### config.mk
export PLATFORM = sky130hd
export DESIGN_NAME = m_unpiler_flat
export DESIGN_NICKNAME = d
export VERILOG_FILES = /design/src/rtl/m_unpiler_pkg.sv /design/src/rtl/m_unpiler_if.sv /design/src/rtl/m_move_stack.sv /design/src/rtl/m_unpiler.sv /design/src/flat_wrapper.sv
export SDC_FILE = /design/constraint.sdc
export NUM_CORES = 1
export LEC_CHECK = 0
export ABC_AREA = 1
export CAP_MARGIN = 10
export CORE_UTILIZATION = 30
export DETAILED_ROUTE_END_ITERATION = 8
export GPL_ROUTABILITY_DRIVEN = 0
export SYNTH_ARGS = -nofsm -noshare
export SYNTH_HDL_FRONTEND = slang
export SYNTH_HIERARCHICAL = 1
export SYNTH_SLANG_ARGS = --single-unit
export TNS_END_PERCENT = 30
### constraint.sdc
create_clock -name i_clk -period 4.4 [get_ports i_clk]
set_input_delay 0.88 -clock i_clk [delete_from_list [all_inputs] [get_ports i_clk]]
set_output_delay 0.88 -clock i_clk [all_outputs]
set_load 0.02 [all_outputs]
### src/rtl/m_unpiler_pkg.sv
// m_unpiler_pkg: board geometry, undo-history sizing and FSM encodings shared by the un-pile path.
package m_unpiler_pkg;
    localparam int COL_COUNT              = 7;
    localparam int ROW_COUNT              = 6;
    localparam int FIELD_SIZE             = 42;
    localparam int COL_SIZE               = 3;
    localparam int ROW_SIZE               = 3;
    localparam int PILED_COUNT_ARRAY_SIZE = 21;
    localparam int UNDO_DEPTH             = 42;
    localparam int UNDO_PTR_W             = 6;

    localparam logic [1:0] S_IDLE = 2'd0;
    localparam logic [1:0] S_POP  = 2'd1;
    localparam logic [1:0] S_CALC = 2'd2;
    localparam logic [1:0] S_DONE = 2'd3;

    // Widened to 6 bits so COL_COUNT*row cannot truncate before the add.
    function automatic logic [5:0] cell_idx(input logic [ROW_SIZE-1:0] row, input logic [COL_SIZE-1:0] col);
        return 6'(COL_COUNT) * 6'(row) + 6'(col);
    endfunction
endpackage

### src/rtl/m_unpiler_if.sv
// m_unpiler_if: controller <-> un-piler signal bundle; the controller is the master.
interface m_unpiler_if;
    import m_unpiler_pkg::*;
    logic                              i_push;
    logic [COL_SIZE-1:0]               i_push_col;
    logic                              i_undo_req;
    logic [FIELD_SIZE-1:0]             i_field;
    logic [PILED_COUNT_ARRAY_SIZE-1:0] i_piled_count_array;
    logic                              o_busy;
    logic                              o_done;
    logic                              o_err;
    logic [COL_SIZE-1:0]               o_undo_col;
    logic [FIELD_SIZE-1:0]             o_field;
    logic [PILED_COUNT_ARRAY_SIZE-1:0] o_piled_count_array;
    logic [UNDO_PTR_W-1:0]             o_depth;
    logic                              o_empty;

    modport master (
        output i_push, i_push_col, i_undo_req, i_field, i_piled_count_array,
        input  o_busy, o_done, o_err, o_undo_col, o_field, o_piled_count_array, o_depth, o_empty
    );
    modport slave (
        input  i_push, i_push_col, i_undo_req, i_field, i_piled_count_array,
        output o_busy, o_done, o_err, o_undo_col, o_field, o_piled_count_array, o_depth, o_empty
    );
endinterface

### src/rtl/m_move_stack.sv
// m_move_stack: LIFO of played columns; push ignored when full, pop ignored when empty.
module m_move_stack #(
    parameter int DEPTH = 42,
    parameter int PTR_W = 6,
    parameter int W     = 3
) (
    input  logic             i_clk,
    input  logic             i_rst_n,
    input  logic             i_push,
    input  logic             i_pop,
    input  logic [W-1:0]     i_data,
    output logic [W-1:0]     o_top,
    output logic [PTR_W-1:0] o_depth,
    output logic             o_full,
    output logic             o_empty
);
    logic [W-1:0]     mem_q [DEPTH];
    logic [W-1:0]     mem_d [DEPTH];
    logic [PTR_W-1:0] depth_q, depth_d;

    assign o_full  = depth_q == PTR_W'(DEPTH);
    assign o_empty = depth_q == '0;
    assign o_depth = depth_q;
    assign o_top   = mem_q[depth_q - PTR_W'(1)];

    always_comb begin
        mem_d   = mem_q;
        depth_d = depth_q;
        if (i_push && !o_full) begin
            mem_d[depth_q] = i_data;
            depth_d        = depth_q + PTR_W'(1);
        end else if (i_pop && !o_empty) begin
            depth_d = depth_q - PTR_W'(1);
        end
    end

    // Entries carry no reset: only the depth count defines what is valid.
    always_ff @(posedge i_clk) mem_q <= mem_d;

    always_ff @(posedge i_clk or negedge i_rst_n) begin
        if (!i_rst_n) depth_q <= '0;
        else          depth_q <= depth_d;
    end
endmodule

### src/rtl/m_unpiler.sv
// m_unpiler: pops the last played column and removes its top piece from the field and height array.
module m_unpiler
    import m_unpiler_pkg::*;
#(
    parameter int DEPTH = UNDO_DEPTH,
    parameter int PTR_W = UNDO_PTR_W
) (
    input  logic       i_clk,
    input  logic       i_rst_n,
    m_unpiler_if.slave bus
);
    logic [1:0]                        state_q, state_d;
    logic [COL_SIZE-1:0]               col_q, col_d, undo_col_q, undo_col_d;
    logic [FIELD_SIZE-1:0]             field_q, field_d;
    logic [PILED_COUNT_ARRAY_SIZE-1:0] piled_q, piled_d;
    logic                              err_q, err_d;
    logic [ROW_SIZE-1:0]               h;
    logic [COL_SIZE-1:0]               top;
    logic [PTR_W-1:0]                  depth;
    logic                              full, empty, idle;

    assign idle = state_q == S_IDLE;
    assign h    = bus.i_piled_count_array[ROW_SIZE*col_q +: ROW_SIZE];

    m_move_stack #(.DEPTH(DEPTH), .PTR_W(PTR_W), .W(COL_SIZE)) u_stack (
        .i_clk   (i_clk),
        .i_rst_n (i_rst_n),
        .i_push  (idle && bus.i_push),
        .i_pop   (state_q == S_POP),
        .i_data  (bus.i_push_col),
        .o_top   (top),
        .o_depth (depth),
        .o_full  (full),
        .o_empty (empty)
    );

    always_comb begin
        state_d    = state_q;
        col_d      = col_q;
        undo_col_d = undo_col_q;
        field_d    = field_q;
        piled_d    = piled_q;
        err_d      = 1'b0;
        if (idle) begin
            if (bus.i_push) begin
                err_d = full;
            end else if (bus.i_undo_req) begin
                err_d   = empty;
                state_d = empty ? S_IDLE : S_POP;
            end
        end else begin
            err_d = bus.i_push;
            if (state_q == S_POP) begin
                col_d   = top;
                state_d = S_CALC;
            end else if (state_q == S_CALC) begin
                // A zero height means history and field disagree; the popped entry stays discarded.
                if (h == '0) begin
                    err_d   = 1'b1;
                    state_d = S_IDLE;
                end else begin
                    field_d = bus.i_field & ~(FIELD_SIZE'(1) << cell_idx(h - ROW_SIZE'(1), col_q));
                    piled_d = bus.i_piled_count_array;
                    piled_d[ROW_SIZE*col_q +: ROW_SIZE] = h - ROW_SIZE'(1);
                    undo_col_d = col_q;
                    state_d    = S_DONE;
                end
            end else begin
                state_d = S_IDLE;
            end
        end
    end

    always_ff @(posedge i_clk or negedge i_rst_n) begin
        if (!i_rst_n) begin
            state_q    <= S_IDLE;
            col_q      <= '0;
            undo_col_q <= '0;
            field_q    <= '0;
            piled_q    <= '0;
            err_q      <= 1'b0;
        end else begin
            state_q    <= state_d;
            col_q      <= col_d;
            undo_col_q <= undo_col_d;
            field_q    <= field_d;
            piled_q    <= piled_d;
            err_q      <= err_d;
        end
    end

    assign bus.o_busy              = !idle;
    assign bus.o_done              = state_q == S_DONE;
    assign bus.o_err               = err_q;
    assign bus.o_undo_col          = undo_col_q;
    assign bus.o_field             = field_q;
    assign bus.o_piled_count_array = piled_q;
    assign bus.o_depth             = UNDO_PTR_W'(depth);
    assign bus.o_empty             = empty;
endmodule

### src/flat_wrapper.sv
// flat-port wrapper written by rule: the top's interface ports become plain ports
module m_unpiler_flat import m_unpiler_pkg::*;
#(
    parameter int DEPTH = UNDO_DEPTH,
    parameter int PTR_W = UNDO_PTR_W
)
  (i_clk, i_rst_n, bus_i_push, bus_i_push_col, bus_i_undo_req, bus_i_field, bus_i_piled_count_array, bus_o_busy, bus_o_done, bus_o_err, bus_o_undo_col, bus_o_field, bus_o_piled_count_array, bus_o_depth, bus_o_empty);
  m_unpiler_if bus_i ();
  input  logic i_clk;
  input  logic i_rst_n;
  input wire logic [$bits(bus_i.i_push)-1:0] bus_i_push;
  input wire logic [$bits(bus_i.i_push_col)-1:0] bus_i_push_col;
  input wire logic [$bits(bus_i.i_undo_req)-1:0] bus_i_undo_req;
  input wire logic [$bits(bus_i.i_field)-1:0] bus_i_field;
  input wire logic [$bits(bus_i.i_piled_count_array)-1:0] bus_i_piled_count_array;
  output wire logic [$bits(bus_i.o_busy)-1:0] bus_o_busy;
  output wire logic [$bits(bus_i.o_done)-1:0] bus_o_done;
  output wire logic [$bits(bus_i.o_err)-1:0] bus_o_err;
  output wire logic [$bits(bus_i.o_undo_col)-1:0] bus_o_undo_col;
  output wire logic [$bits(bus_i.o_field)-1:0] bus_o_field;
  output wire logic [$bits(bus_i.o_piled_count_array)-1:0] bus_o_piled_count_array;
  output wire logic [$bits(bus_i.o_depth)-1:0] bus_o_depth;
  output wire logic [$bits(bus_i.o_empty)-1:0] bus_o_empty;
  assign bus_i.i_push = bus_i_push;
  assign bus_i.i_push_col = bus_i_push_col;
  assign bus_i.i_undo_req = bus_i_undo_req;
  assign bus_i.i_field = bus_i_field;
  assign bus_i.i_piled_count_array = bus_i_piled_count_array;
  assign bus_o_busy = bus_i.o_busy;
  assign bus_o_done = bus_i.o_done;
  assign bus_o_err = bus_i.o_err;
  assign bus_o_undo_col = bus_i.o_undo_col;
  assign bus_o_field = bus_i.o_field;
  assign bus_o_piled_count_array = bus_i.o_piled_count_array;
  assign bus_o_depth = bus_i.o_depth;
  assign bus_o_empty = bus_i.o_empty;
  m_unpiler #(.DEPTH(DEPTH), .PTR_W(PTR_W)) u_core (.i_clk(i_clk), .i_rst_n(i_rst_n), .bus(bus_i));
endmodule
---- Word-level counts from Yosys, hierarchy flattened ----
Index checks and enable logic that the tools add are counted.
storage, ports and cells
  bits in registers ....................... 204
  input bits .............................. 70
  output and inout port bits .............. 76
operators by class
  $add $sub $neg .......................... 5
  multiply operators ...................... 2
  $lt $le $gt $ge ......................... 3
  eq/ne operators ......................... 6
  shifts and indexed selects .............. 4
  mux-type cells .......................... 22
  bitwise operators ....................... 7
  reduce and logical (&&, ||, !) cells .... 14
operators by type and width
  kind                                                         count
  bitwise mux 126 bit                                          1
  bitwise AND 42 bit                                           1
  inverter 42 bit                                              1
  left shift 1 x 6 -> 42 bit (first input constant)            1
  negator 5 -> 34 bit                                          1
  variable shift 3 x 34 -> 21 bit (first input constant)       1
  variable part select 3 x 34 -> 21 bit                        1
  bitwise mux 21 bit                                           1
  variable part select 21 x 6 -> 3 bit                         1
  binary-select mux 3 bit (select 6 bit)                       1
  demux 3 bit (select 6 bit)                                   1
  greater-or-equal comparator 7 bit (second input constant)    2
  inverter 6 -> 7 bit                                          2
  2-to-1 mux 2 bit                                             6
  2-to-1 mux 6 bit                                             2
  2-to-1 mux 3 bit                                             3
  less-than comparator 7 x 1 -> 1 bit (second input constant)  1
  2-to-1 mux 1 bit                                             7
  adder 6 x 1 -> 6 bit (second input constant)                 1
  adder 6 x 3 -> 6 bit                                         1
  == test 6 bit (second input constant)                        1
  zero test 6 bit                                              1
  multiplier 3 x 3 -> 6 bit (first input constant)             1
  subtractor 6 x 1 -> 6 bit (second input constant)            1
  other kinds (13)                                             23

---- Depth between registers and ports, before layout ----
Gate-level depths: netlist of run 1.
  depth after elaboration ................. 8
  depth in mapped cells ................... 21

---- By module ----
Netlist of run 1, hierarchy kept.
modules (own cells, without submodules)
  module        times used  cells each  area an instance (µm²)
  m_move_stack  1           597         6004.5
  m_unpiler     1           567         4182.8

---- Least setup slack after synthesis of run 1 ----
No wires, ideal clock.
  path type ............................... input to register
  start ................................... in bus_i_piled_count_array[6]
  end ..................................... reg u_core.field_q[40] (netlist: u_core/bus.o_field[40])
  arrival ................................. 4.271 ns
  path slack .............................. 0.008 ns
  stages .................................. 19
  path buffers ............................ 0
  cells stage by stage .................... inv_1 nand2_1 nand3_1 nand3_1 nand2_2 ha_1 ha_1 inv_1 ha_1 xor2_1 fa_1 inv_1 fa_1 xnor2_2 inv_1 nor2_1 nand2_1 o21bai_1 nand2_1
between the ends
  word-level cells in the longest chain between the ends .. 7
  elaborated cells on any way between the ends .. 10
RTL lines
  item                                      RTL line             source
  start: declaration                        flat_wrapper.sv:15   input wire logic [$bits(bus_i.i_piled_count_array)-1:0] bus_i_piled_count_array;
  variable part select 21 x 6 -> 3 bit (*)  m_unpiler.sv:23      assign h = bus.i_piled_count_array[ROW_SIZE*col_q +: ROW_SIZE];
  subtractor 3 x 1 -> 3 bit                 m_unpiler.sv:62      field_d = bus.i_field & ~(FIELD_SIZE'(1) << cell_idx(h - ROW_SIZE'(1), col_q));
  multiplier 3 x 3 -> 6 bit                 m_unpiler_pkg.sv:19  return 6'(COL_COUNT) * 6'(row) + 6'(col);
  adder 6 x 3 -> 6 bit                      m_unpiler_pkg.sv:19
  left shift 1 x 6 -> 42 bit                m_unpiler.sv:62
  inverter 42 bit                           m_unpiler.sv:62
  bitwise AND 42 bit                        m_unpiler.sv:62
  end signal: assignment                    m_unpiler.sv:86      field_q <= field_d;
  end: declaration                          m_unpiler.sv:14      logic [FIELD_SIZE-1:0] field_q, field_d;
Mark *: on every way between the ends. The rest lies on a longest branch, timed or not.
A chain may end at the register's enable or synchronous reset.

---- Worst setup path after layout of run 1 ----
  start ................................... in bus_i_piled_count_array[1]
  end ..................................... reg u_core.field_q[4] (netlist: u_core/bus.o_field[4])
Same word-level chain as after synthesis.

==> results of run 1 <==
-- state kept, by name (all words and copies together), names as in the netlist --
| signal | flops |
|---|---|
| u_core/bus.o_piled_count_array | 21 |
| u_core/col_q | 3 |
| u_core/state_q | 2 |
| u_core/bus.o_field | 42 |
| u_core/u_stack/mem_q | 126 |
| u_core/u_stack/o_depth | 6 |
| u_core/bus.o_undo_col | 3 |
| u_core/bus.o_err | 1 |
-- power by group through the flow --
stage | logic [mW] | registers (mW) | clock network (mW)
2_1_floorplan | 4.13 | 3.02 | 0
3_3_place_gp | 6.95 | 2.70 | 0
3_5_place_dp | 6.98 | 2.71 | 0
4_1_cts | 7.00 | 2.67 | 2.04
5_1_grt | 7.91 | 2.71 | 2.12
6_report | 7.19 | 2.67 | 2.00
-- routing by layer --
layer  vias to the layer above  wire (um)  track usage (%)
met5                         -          0                0
met4                         0        803             4.72
met3                        62       2150             2.69
met2                       329      13000             25.8
met1                      4053      12600             22.4
li1                       4138          -                -
-- cells in the mapped netlist, drive strengths merged, types with 3 or more instances --
cell type  instances
ha                19
a21oi             26
xor2               7
o211ai             9
nand2            409
buf               30
inv              106
nand4              6
nor2             102
o21bai            26
a22oi              4
clkbuf            19
dfrtp             78
o21ai             48
edfxtp           126
xnor2              3
nor3               8
nand3            123
-- through the flow --
stage	util (%)	TNS [ns]	total power, mW	hold WS [ns]	cell area (um^2)
floorplan	-	0	7.15	0.502	10200
global placement	36.6	-16.86	9.65	0.462	12200
detailed placement	36.6	-16.81	9.69	0.467	12200
CTS	39.0	0	11.7	0.395	13100
global route	39.1	-0.123	12.7	0.426	13100
finish	39.1	0	11.9	0.387	13100
-- area by class of cell --
class	instances	area share, %
multi-input cells	804	29.3
flip-flops and latches	204	43.9
well taps	448	4.28
inverters	107	3.09
clock inverters	15	1.21
repair buffers	182	13.3
clock buffers	29	4.96
-- kinds of logic after synthesis --
logic type                 share of synthesized area (%)
DFF                                                 56.3
buffers and inverters                               6.41
muxes                                             0.0983
and+or+nand+nor                                     26.2
AOI/OAI and AO/OA                                   7.11
xor gates and xnor gates                            1.15
adders and majority gates                           2.73
-- repair_timing --
| action | in CTS | in global routing |
|---|---|---|
| endpoints found under the setup margin | 0 | 42 |
| hold buffers | 0 | 0 |
| gates resized for setup | 0 | 13 |
-- critical path, stage by stage --
cell and delay, ns:
sky130_fd_sc_hd__clkdlybuf4s50_1 0.47, sky130_fd_sc_hd__inv_1 0.04, sky130_fd_sc_hd__o211ai_1 0.21, sky130_fd_sc_hd__nand3_1 0.17
sky130_fd_sc_hd__ha_1 0.22, sky130_fd_sc_hd__ha_1 0.29, sky130_fd_sc_hd__inv_1 0.05, sky130_fd_sc_hd__ha_1 0.30
sky130_fd_sc_hd__xor2_1 0.18, sky130_fd_sc_hd__fa_1 0.54, sky130_fd_sc_hd__inv_1 0.06, sky130_fd_sc_hd__fa_2 0.37
sky130_fd_sc_hd__xnor2_2 0.15, sky130_fd_sc_hd__buf_4 0.18, sky130_fd_sc_hd__nor2_1 0.17, sky130_fd_sc_hd__nand2_1 0.15
sky130_fd_sc_hd__o21bai_1 0.17, sky130_fd_sc_hd__nand2_1 0.06
-- worst paths after layout --
path | depth (start not counted) | startpoint | end | slack (ns)
hold / removal | 1 | i_rst_n | u_core/u_stack/o_depth[1] | 0.39
setup / recovery | 18 | bus_i_piled_count_array[1] | u_core/bus.o_field[4] | 0.15
hold reg to reg | 2 | u_core/bus.o_field[4] | u_core/bus.o_field[4] | 0.48
setup reg to reg | 19 | u_core/col_q[0] | u_core/bus.o_field[4] | 0.34
min in group i_clk | 2 | u_core/bus.o_field[4] | u_core/bus.o_field[4] | 0.48
max in group asynchronous | 2 | i_rst_n | u_core/bus.o_piled_count_array[1] | 3.12
==> impl_results.html, run 1 <==
<table>
<tr><th>Metric</th><th>Value</th></tr>
<tr><th colspan="2">CTS</th></tr>
<tr><td>Number of clock sinks seen by CTS</td><td>204</td></tr>
<tr><td>CTS tree</td><td>done</td></tr>
<tr><td>Clock latency of the later-clocked register in the worst-skew pair</td><td>0.54 ns</td></tr>
<tr><td>CTS Buf Count</td><td>24</td></tr>
<tr><td>Post-CTS clock slew at the launch and capture registers of the worst setup and hold paths</td><td>0.07 ns</td></tr>
<tr><td>Number of post-CTS setup repair buffers</td><td>0</td></tr>
<tr><td>Clk buf depth</td><td>3</td></tr>
<tr><td>H-tree depth</td><td>1</td></tr>
<tr><td>CTS Root Cell</td><td>sky130_fd_sc_hd__clkbuf_16</td></tr>
<tr><th colspan="2">Worst setup path</th></tr>
<tr><td>Capturing element type of the critical path</td><td>flop</td></tr>
<tr><td>Startpoint Class</td><td>primary input</td></tr>
<tr><td>Required time of the critical path</td><td>4.82 ns</td></tr>
<tr><td>Setup CP Type</td><td>primary input to flop</td></tr>
<tr><td>Arrival time reported for the critical path endpoint</td><td>4.66 ns</td></tr>
<tr><td>Maximum fanout count along the critical path</td><td>8</td></tr>
<tr><th colspan="2">Outcome</th></tr>
<tr><td>Failing checks</td><td>DRC</td></tr>
<tr><td>Result of the run</td><td>finished with violations</td></tr>
<tr><th colspan="2">Floorplanning</th></tr>
<tr><td>IO Count</td><td>146</td></tr>
<tr><td>Die Height</td><td>186 um</td></tr>
<tr><td>Std-Cell Core Area</td><td>0.0334 mm^2</td></tr>
<tr><td>Row cnt</td><td>67</td></tr>
<tr><td>Initial core utilization</td><td>30.5%</td></tr>
<tr><td>Die width</td><td>186 um</td></tr>
<tr><td>Die area</td><td>0.0347 mm^2</td></tr>
<tr><th colspan="2">Final layout</th></tr>
<tr><td>Most common cell after layout, fill and taps aside</td><td>sky130_fd_sc_hd__nand2_1</td></tr>
<tr><td>Leading cell types in the layout, fill and taps excluded</td><td>sky130_fd_sc_hd__nand2_1, sky130_fd_sc_hd__clkdlybuf4s50_1, sky130_fd_sc_hd__edfxtp_1</td></tr>
<tr><td>Share of final-layout standard cells stronger than drive strength 1</td><td>8.65%</td></tr>
<tr><td>ANT cells</td><td>0</td></tr>
<tr><td>Total area of multi-input combinational cells</td><td>0.00384 mm^2</td></tr>
<tr><td>Non-filler instance count after layout</td><td>1789</td></tr>
<tr><td>Area growth from synthesis to layout</td><td>28.4%</td></tr>
<tr><td>Total of fill cells in the finished design</td><td>3310</td></tr>
<tr><td>Sequential Area</td><td>0.00574 mm^2</td></tr>
<tr><td>Final layout net count</td><td>1414</td></tr>
<tr><th colspan="2">Power and ir drop</th></tr>
<tr><td>Clk pwr share</td><td>16.9%</td></tr>
<tr><td>Peak supply drop</td><td>0.810 mV</td></tr>
<tr><td>Ratio of total power to cell area</td><td>907 mW/mm^2</td></tr>
<tr><td>Portion of total power attributed to combinational logic</td><td>60.6%</td></tr>
<tr><td>Sequential share of power</td><td>22.5%</td></tr>
<tr><td>Internal power</td><td>6.23 mW</td></tr>
<tr><td>Switching share of power</td><td>47.5%</td></tr>
<tr><td>Switching pwr</td><td>5.63 mW</td></tr>
<tr><td>Leakage</td><td>5.51 nW</td></tr>
<tr><th colspan="2">Detailed routing</th></tr>
<tr><td>Routed WL per cell</td><td>15.9 um</td></tr>
<tr><td>Vias per Instance</td><td>4.80</td></tr>
<tr><td>DRT antenna net count</td><td>0</td></tr>
<tr><td>Post-Route WL</td><td>28.5 mm</td></tr>
<tr><td>Initial DRT Pass Iterations</td><td>7</td></tr>
<tr><td>Violation count after the first detailed-route iteration</td><td>764</td></tr>
<tr><td>Via count</td><td>8582</td></tr>
<tr><td>DRC</td><td>2</td></tr>
<tr><th colspan="2">Synth</th></tr>
<tr><td>Share of synthesized registers carrying an async set or reset</td><td>38.2%</td></tr>
<tr><td>Syn avg cell area</td><td>8.75 um^2</td></tr>
<tr><td>Number of enable-type register cells in the synthesized netlist</td><td>126</td></tr>
<tr><td>Main area contributors after synthesis</td><td>sky130_fd_sc_hd__edfxtp_1, sky130_fd_sc_hd__dfrtp_1, sky130_fd_sc_hd__nand2_1</td></tr>
<tr><td>Synth Cell Area</td><td>0.0102 mm^2</td></tr>
<tr><td>Post-synthesis net count</td><td>1255</td></tr>
<tr><td>Number of standard cells after synthesis</td><td>1164</td></tr>
<tr><td>Unique cell type count in the Yosys netlist</td><td>43</td></tr>
<tr><td>Share of Yosys cell area claimed by the top area cell type</td><td>37.1%</td></tr>
<tr><td>Synth warn</td><td>6</td></tr>
<tr><td>Sequential fraction of the synthesis area</td><td>56.3%</td></tr>
<tr><td>Ys flop type</td><td>sky130_fd_sc_hd__edfxtp_1</td></tr>
<tr><td>#FFs+latches synth</td><td>204</td></tr>
<tr><td>Cell accounting for the most synthesized area</td><td>sky130_fd_sc_hd__edfxtp_1</td></tr>
<tr><th colspan="2">Place</th></tr>
<tr><td>PortBufs</td><td>145</td></tr>
<tr><td># placed instances</td><td>1745</td></tr>
<tr><td>DP HPWL</td><td>19.6 mm</td></tr>
<tr><td>Worst slack at placement</td><td>-0.463 ns</td></tr>
<tr><th colspan="2">STA</th></tr>
<tr><td>Part of the cycle the worst path needs</td><td>96.6%</td></tr>
<tr><td>Relative slew slack</td><td>23.2%</td></tr>
<tr><td>Min cycle time layout</td><td>4.25 ns</td></tr>
<tr><td>Max Freq</td><td>235 MHz</td></tr>
<tr><td>Worst-margin pin slew</td><td>1.15 ns</td></tr>
<tr><td>Endpoints failing setup</td><td>0</td></tr>
<tr><td>Final count of hold timing violations</td><td>0</td></tr>
<tr><td>Slew Limit Fails</td><td>0</td></tr>
<tr><td>RSZ-0062 raised after global routing</td><td>true</td></tr>
<tr><td>Minimum setup slack in the final design</td><td>0.150 ns</td></tr>
<tr><td>Clock Skews</td><td>0.0219 ns</td></tr>
<tr><th colspan="2">Global route</th></tr>
<tr><td>Number of global-route vias before repair</td><td>8119</td></tr>
<tr><td>Overflow after GRT</td><td>0</td></tr>
<tr><td>Maximum number of pins on one net before global-route repair</td><td>70</td></tr>
<tr><td>Number of antenna violations at the first check in global routing</td><td>0</td></tr>
<tr><td>GRT Resource Usage Total</td><td>16.1%</td></tr>
<tr><td>Global-route wire length before repair</td><td>43.4 mm</td></tr>
<tr><th colspan="2">Min path</th></tr>
<tr><td>Hold WC Path Type</td><td>primary input to asynchronous set/reset pin</td></tr>
<tr><th colspan="2">Flow run</th></tr>
<tr><td>MaxCap Viol Count</td><td>0</td></tr>
</table>
(Power assumes the default switching activity.)
==> run 2, diff against run 1 <==
--- a/config.mk
+++ b/config.mk
@@ -10,6 +10,8 @@
 export CORE_UTILIZATION = 30
 export DETAILED_ROUTE_END_ITERATION = 8
 export GPL_ROUTABILITY_DRIVEN = 0
+export PLACE_DENSITY_LB_ADDON = 0.05
+export SLEW_MARGIN = 15
 export SYNTH_ARGS = -nofsm -noshare
 export SYNTH_HDL_FRONTEND = slang
 export SYNTH_HIERARCHICAL = 1
==> impl_results.html, run 2 (synthesis gave the netlist of run 1 again) <==
<table>
<tr><th>Metric</th><th>Value</th></tr>
<tr><th colspan="2">Outcome</th></tr>
<tr><td>Result of the run</td><td>completed</td></tr>
<tr><th colspan="2">Worst setup path</th></tr>
<tr><td>Setup CP Type</td><td>primary input to flop</td></tr>
<tr><td>Startpoint Class</td><td>primary input</td></tr>
<tr><td>Highest cell delay on the worst timing path</td><td>0.54 ns (about the same)</td></tr>
<tr><td>Capturing element type of the critical path</td><td>flop</td></tr>
<tr><td>Critical path startpoint</td><td>bus_i_piled_count_array[13]</td></tr>
<tr><td>Kind of cell adding the most delay to the critical path</td><td>adder cells</td></tr>
<tr><td>Series of cell instances along the critical path</td><td>clkdlybuf4s50_1, o21ai_0, o211ai_1, nand3_1, ha_1, ha_1, inv_1, ha_4, xor2_2, fa_1, inv_1, fa_2, xnor2_2, buf_4, nor2_2, nand2_1, o21bai_1, nand2_1</td></tr>
<tr><td>Maximum fanout count along the critical path</td><td>8 (unchanged)</td></tr>
<tr><td>Required time of the critical path</td><td>4.81 ns (about the same)</td></tr>
<tr><td>Cell type of the slowest stage on the worst timing path</td><td>sky130_fd_sc_hd__fa_1</td></tr>
<tr><td>Startpoint of the worst-slack reg-to-reg timing path</td><td>u_core/col_q[0]</td></tr>
<tr><td>Arrival time reported for the critical path endpoint</td><td>4.63 ns (-0.03 ns)</td></tr>
<tr><td>Number of buffers and inverters on the critical path</td><td>4 (-1)</td></tr>
<tr><th colspan="2">Place</th></tr>
<tr><td>PortBufs</td><td>145 (unchanged)</td></tr>
<tr><td># placed instances</td><td>1749 (+0.23%)</td></tr>
<tr><td>DP HPWL</td><td>21.7 mm (+11%)</td></tr>
<tr><th colspan="2">Final layout</th></tr>
<tr><td>Final layout net count</td><td>1419 (+0.35%)</td></tr>
<tr><td>Non-filler instance count after layout</td><td>1794 (+0.28%)</td></tr>
<tr><td>Flip-flop count of the largest register after layout</td><td>126 (unchanged)</td></tr>
<tr><td>Register with the highest flop count</td><td>u_core/u_stack/mem_q</td></tr>
<tr><td>Area growth from synthesis to layout</td><td>29.2%</td></tr>
<tr><td>Share of final-layout standard cells stronger than drive strength 1</td><td>8.99% (+0.34 points)</td></tr>
<tr><td>ANT cells</td><td>0 (unchanged)</td></tr>
<tr><td>Most common cell after layout, fill and taps aside</td><td>sky130_fd_sc_hd__nand2_1</td></tr>
<tr><td>Sequential Area</td><td>0.00574 mm^2 (unchanged)</td></tr>
<tr><td>Total of fill cells in the finished design</td><td>3442 (+4.0%)</td></tr>
<tr><td>Leading cell types in the layout, fill and taps excluded</td><td>sky130_fd_sc_hd__nand2_1, sky130_fd_sc_hd__clkdlybuf4s50_1, sky130_fd_sc_hd__edfxtp_1</td></tr>
<tr><td>Total area of multi-input combinational cells</td><td>0.00387 mm^2 (+1.0%)</td></tr>
<tr><th colspan="2">Floorplanning</th></tr>
<tr><td>Die Height</td><td>186 um (unchanged)</td></tr>
<tr><td>Initial core utilization</td><td>30.5% (unchanged)</td></tr>
<tr><td>Die area</td><td>0.0347 mm^2 (unchanged)</td></tr>
<tr><td>Row cnt</td><td>67 (unchanged)</td></tr>
<tr><td>Std-Cell Core Area</td><td>0.0334 mm^2 (unchanged)</td></tr>
<tr><td>Die width</td><td>186 um (unchanged)</td></tr>
<tr><td>IO Count</td><td>146 (unchanged)</td></tr>
<tr><th colspan="2">STA</th></tr>
<tr><td>Min cycle time layout</td><td>4.22 ns (-0.0285 ns)</td></tr>
<tr><td>Worst-margin pin slew</td><td>0.959 ns (-0.193 ns)</td></tr>
<tr><td>Endpoints failing setup</td><td>0 (unchanged)</td></tr>
<tr><td>Relative slew slack</td><td>35.8% (+13 points)</td></tr>
<tr><td>Slew Limit Fails</td><td>0 (unchanged)</td></tr>
<tr><td>Final count of hold timing violations</td><td>0 (unchanged)</td></tr>
<tr><td>Fin Setup TNS</td><td>0 ns (unchanged)</td></tr>
<tr><td>Part of the cycle the worst path needs</td><td>95.9% (-0.65 points)</td></tr>
<tr><td>Clock Skews</td><td>0.0158 ns (-0.00609 ns)</td></tr>
<tr><td>Max Freq</td><td>237 MHz (+0.67%)</td></tr>
<tr><td>Post-Route Hold Slack</td><td>0.370 ns (-0.0170 ns)</td></tr>
<tr><th colspan="2">Global route</th></tr>
<tr><td>Maximum number of pins on one net before global-route repair</td><td>70 (unchanged)</td></tr>
<tr><td>Global-route wire length before repair</td><td>48.8 mm (+12%)</td></tr>
<tr><td>GRT Resource Usage Total</td><td>18.4% (+2.3 points)</td></tr>
<tr><td>Number of global-route vias before repair</td><td>8442 (+4.0%)</td></tr>
<tr><td>Overflow after GRT</td><td>0 (unchanged)</td></tr>
<tr><td>Number of antenna violations at the first check in global routing</td><td>0 (unchanged)</td></tr>
<tr><th colspan="2">CTS</th></tr>
<tr><td>Clk buf depth</td><td>3 (unchanged)</td></tr>
<tr><td>CTS Buf Count</td><td>25 (+4.2%)</td></tr>
<tr><td>H-tree depth</td><td>1 (unchanged)</td></tr>
<tr><td>Number of post-CTS setup repair buffers</td><td>0 (unchanged)</td></tr>
<tr><td>CTS Root Cell</td><td>sky130_fd_sc_hd__clkbuf_16</td></tr>
<tr><td>Post-CTS clock slew at the launch and capture registers of the worst setup and hold paths</td><td>0.06 ns (about the same)</td></tr>
<tr><td>Cts hold-fix bufs</td><td>0 (unchanged)</td></tr>
<tr><td>Clock latency of the later-clocked register in the worst-skew pair</td><td>0.54 ns (about the same)</td></tr>
<tr><td>CTS tree</td><td>done</td></tr>
<tr><td>Number of clock sinks seen by CTS</td><td>204 (unchanged)</td></tr>
<tr><th colspan="2">Detailed routing</th></tr>
<tr><td>DRC</td><td>0 (-2)</td></tr>
<tr><td>Post-Route WL</td><td>31.8 mm (+11%)</td></tr>
<tr><td>Initial DRT Pass Iterations</td><td>5 (-2)</td></tr>
<tr><td>Routed WL per cell</td><td>17.7 um (+11%)</td></tr>
<tr><td>Vias per Instance</td><td>4.72 (-1.6%)</td></tr>
<tr><td>Via count</td><td>8464 (-1.4%)</td></tr>
<tr><td>Violation count after the first detailed-route iteration</td><td>502 (-34%)</td></tr>
<tr><td>DRT antenna net count</td><td>0 (unchanged)</td></tr>
<tr><th colspan="2">Min path</th></tr>
<tr><td>Hold WC Path Type</td><td>primary input to asynchronous set/reset pin</td></tr>
<tr><th colspan="2">Flow run</th></tr>
<tr><td>MaxCap Viol Count</td><td>0 (unchanged)</td></tr>
</table>
-- run 2: final cells by class --
class	instances	share of cell area, %
multi-input combinational	804	29.4
timing repair buffer	186	13.8
clock buffer	32	5.03
clock inverter	13	0.770
sequential	204	43.6
inverter	107	3.07
tap	448	4.26
-- run 2: worst paths after layout --
kind	endpoint	slack, ns	cells after the start
setup reg to reg	u_core/bus.o_field[39]	0.36	18
max in group asynchronous	u_core/bus.o_field[3]	3.08	2
min in group i_clk	u_core/bus.o_piled_count_array[0]	0.48	2
hold / removal	u_core/bus.o_piled_count_array[11]	0.37	1
setup / recovery	u_core/bus.o_field[39]	0.18	18
hold reg to reg	u_core/bus.o_piled_count_array[0]	0.48	2
-- run 2: per-stage QoR --
stage | cell area, um^2 | util [%] | setup WS (ns)
detailed placement | 12300 | 36.8 | -0.578
floorplan | 10200 | - | 0.00796
CTS | 13100 | 39.2 | 0.0477
global placement | 12300 | 36.8 | -0.565
global route | 13200 | 39.3 | -0.00864
finish | 13200 | 39.3 | 0.179
-- run 2: what timing repair did --
| item | 4_1_cts | 5_1_grt |
|---|---|---|
| gates resized for setup | 2 | 18 |
| pin swaps | 0 | 15 |
| setup endpoints to repair | 3 | 42 |
-- run 2: metal layers --
layer | global-route usage [%] | up-vias | wire [um]
met1 | 24.3 | 4060 | 14300
li1 | - | 4147 | -
met5 | 0 | - | 0
met2 | 32.1 | 220 | 15400
met3 | 2.43 | 37 | 1570
met4 | 3.90 | 0 | 563
-- run 2: worst register-to-register path, delay by kind of cell (launching register included) --
family	cells	cell delay, ns
compound gates	3	0.52
xor+xnor	2	0.32
fa+ha+maj	5	1.65
buf+inv	4	0.63
flops	1	0.35
simple gates	4	0.47
Power of run 2 is not shown: default switching activity piles up to over one toggle a cycle in this logic, so the estimate is an artifact.
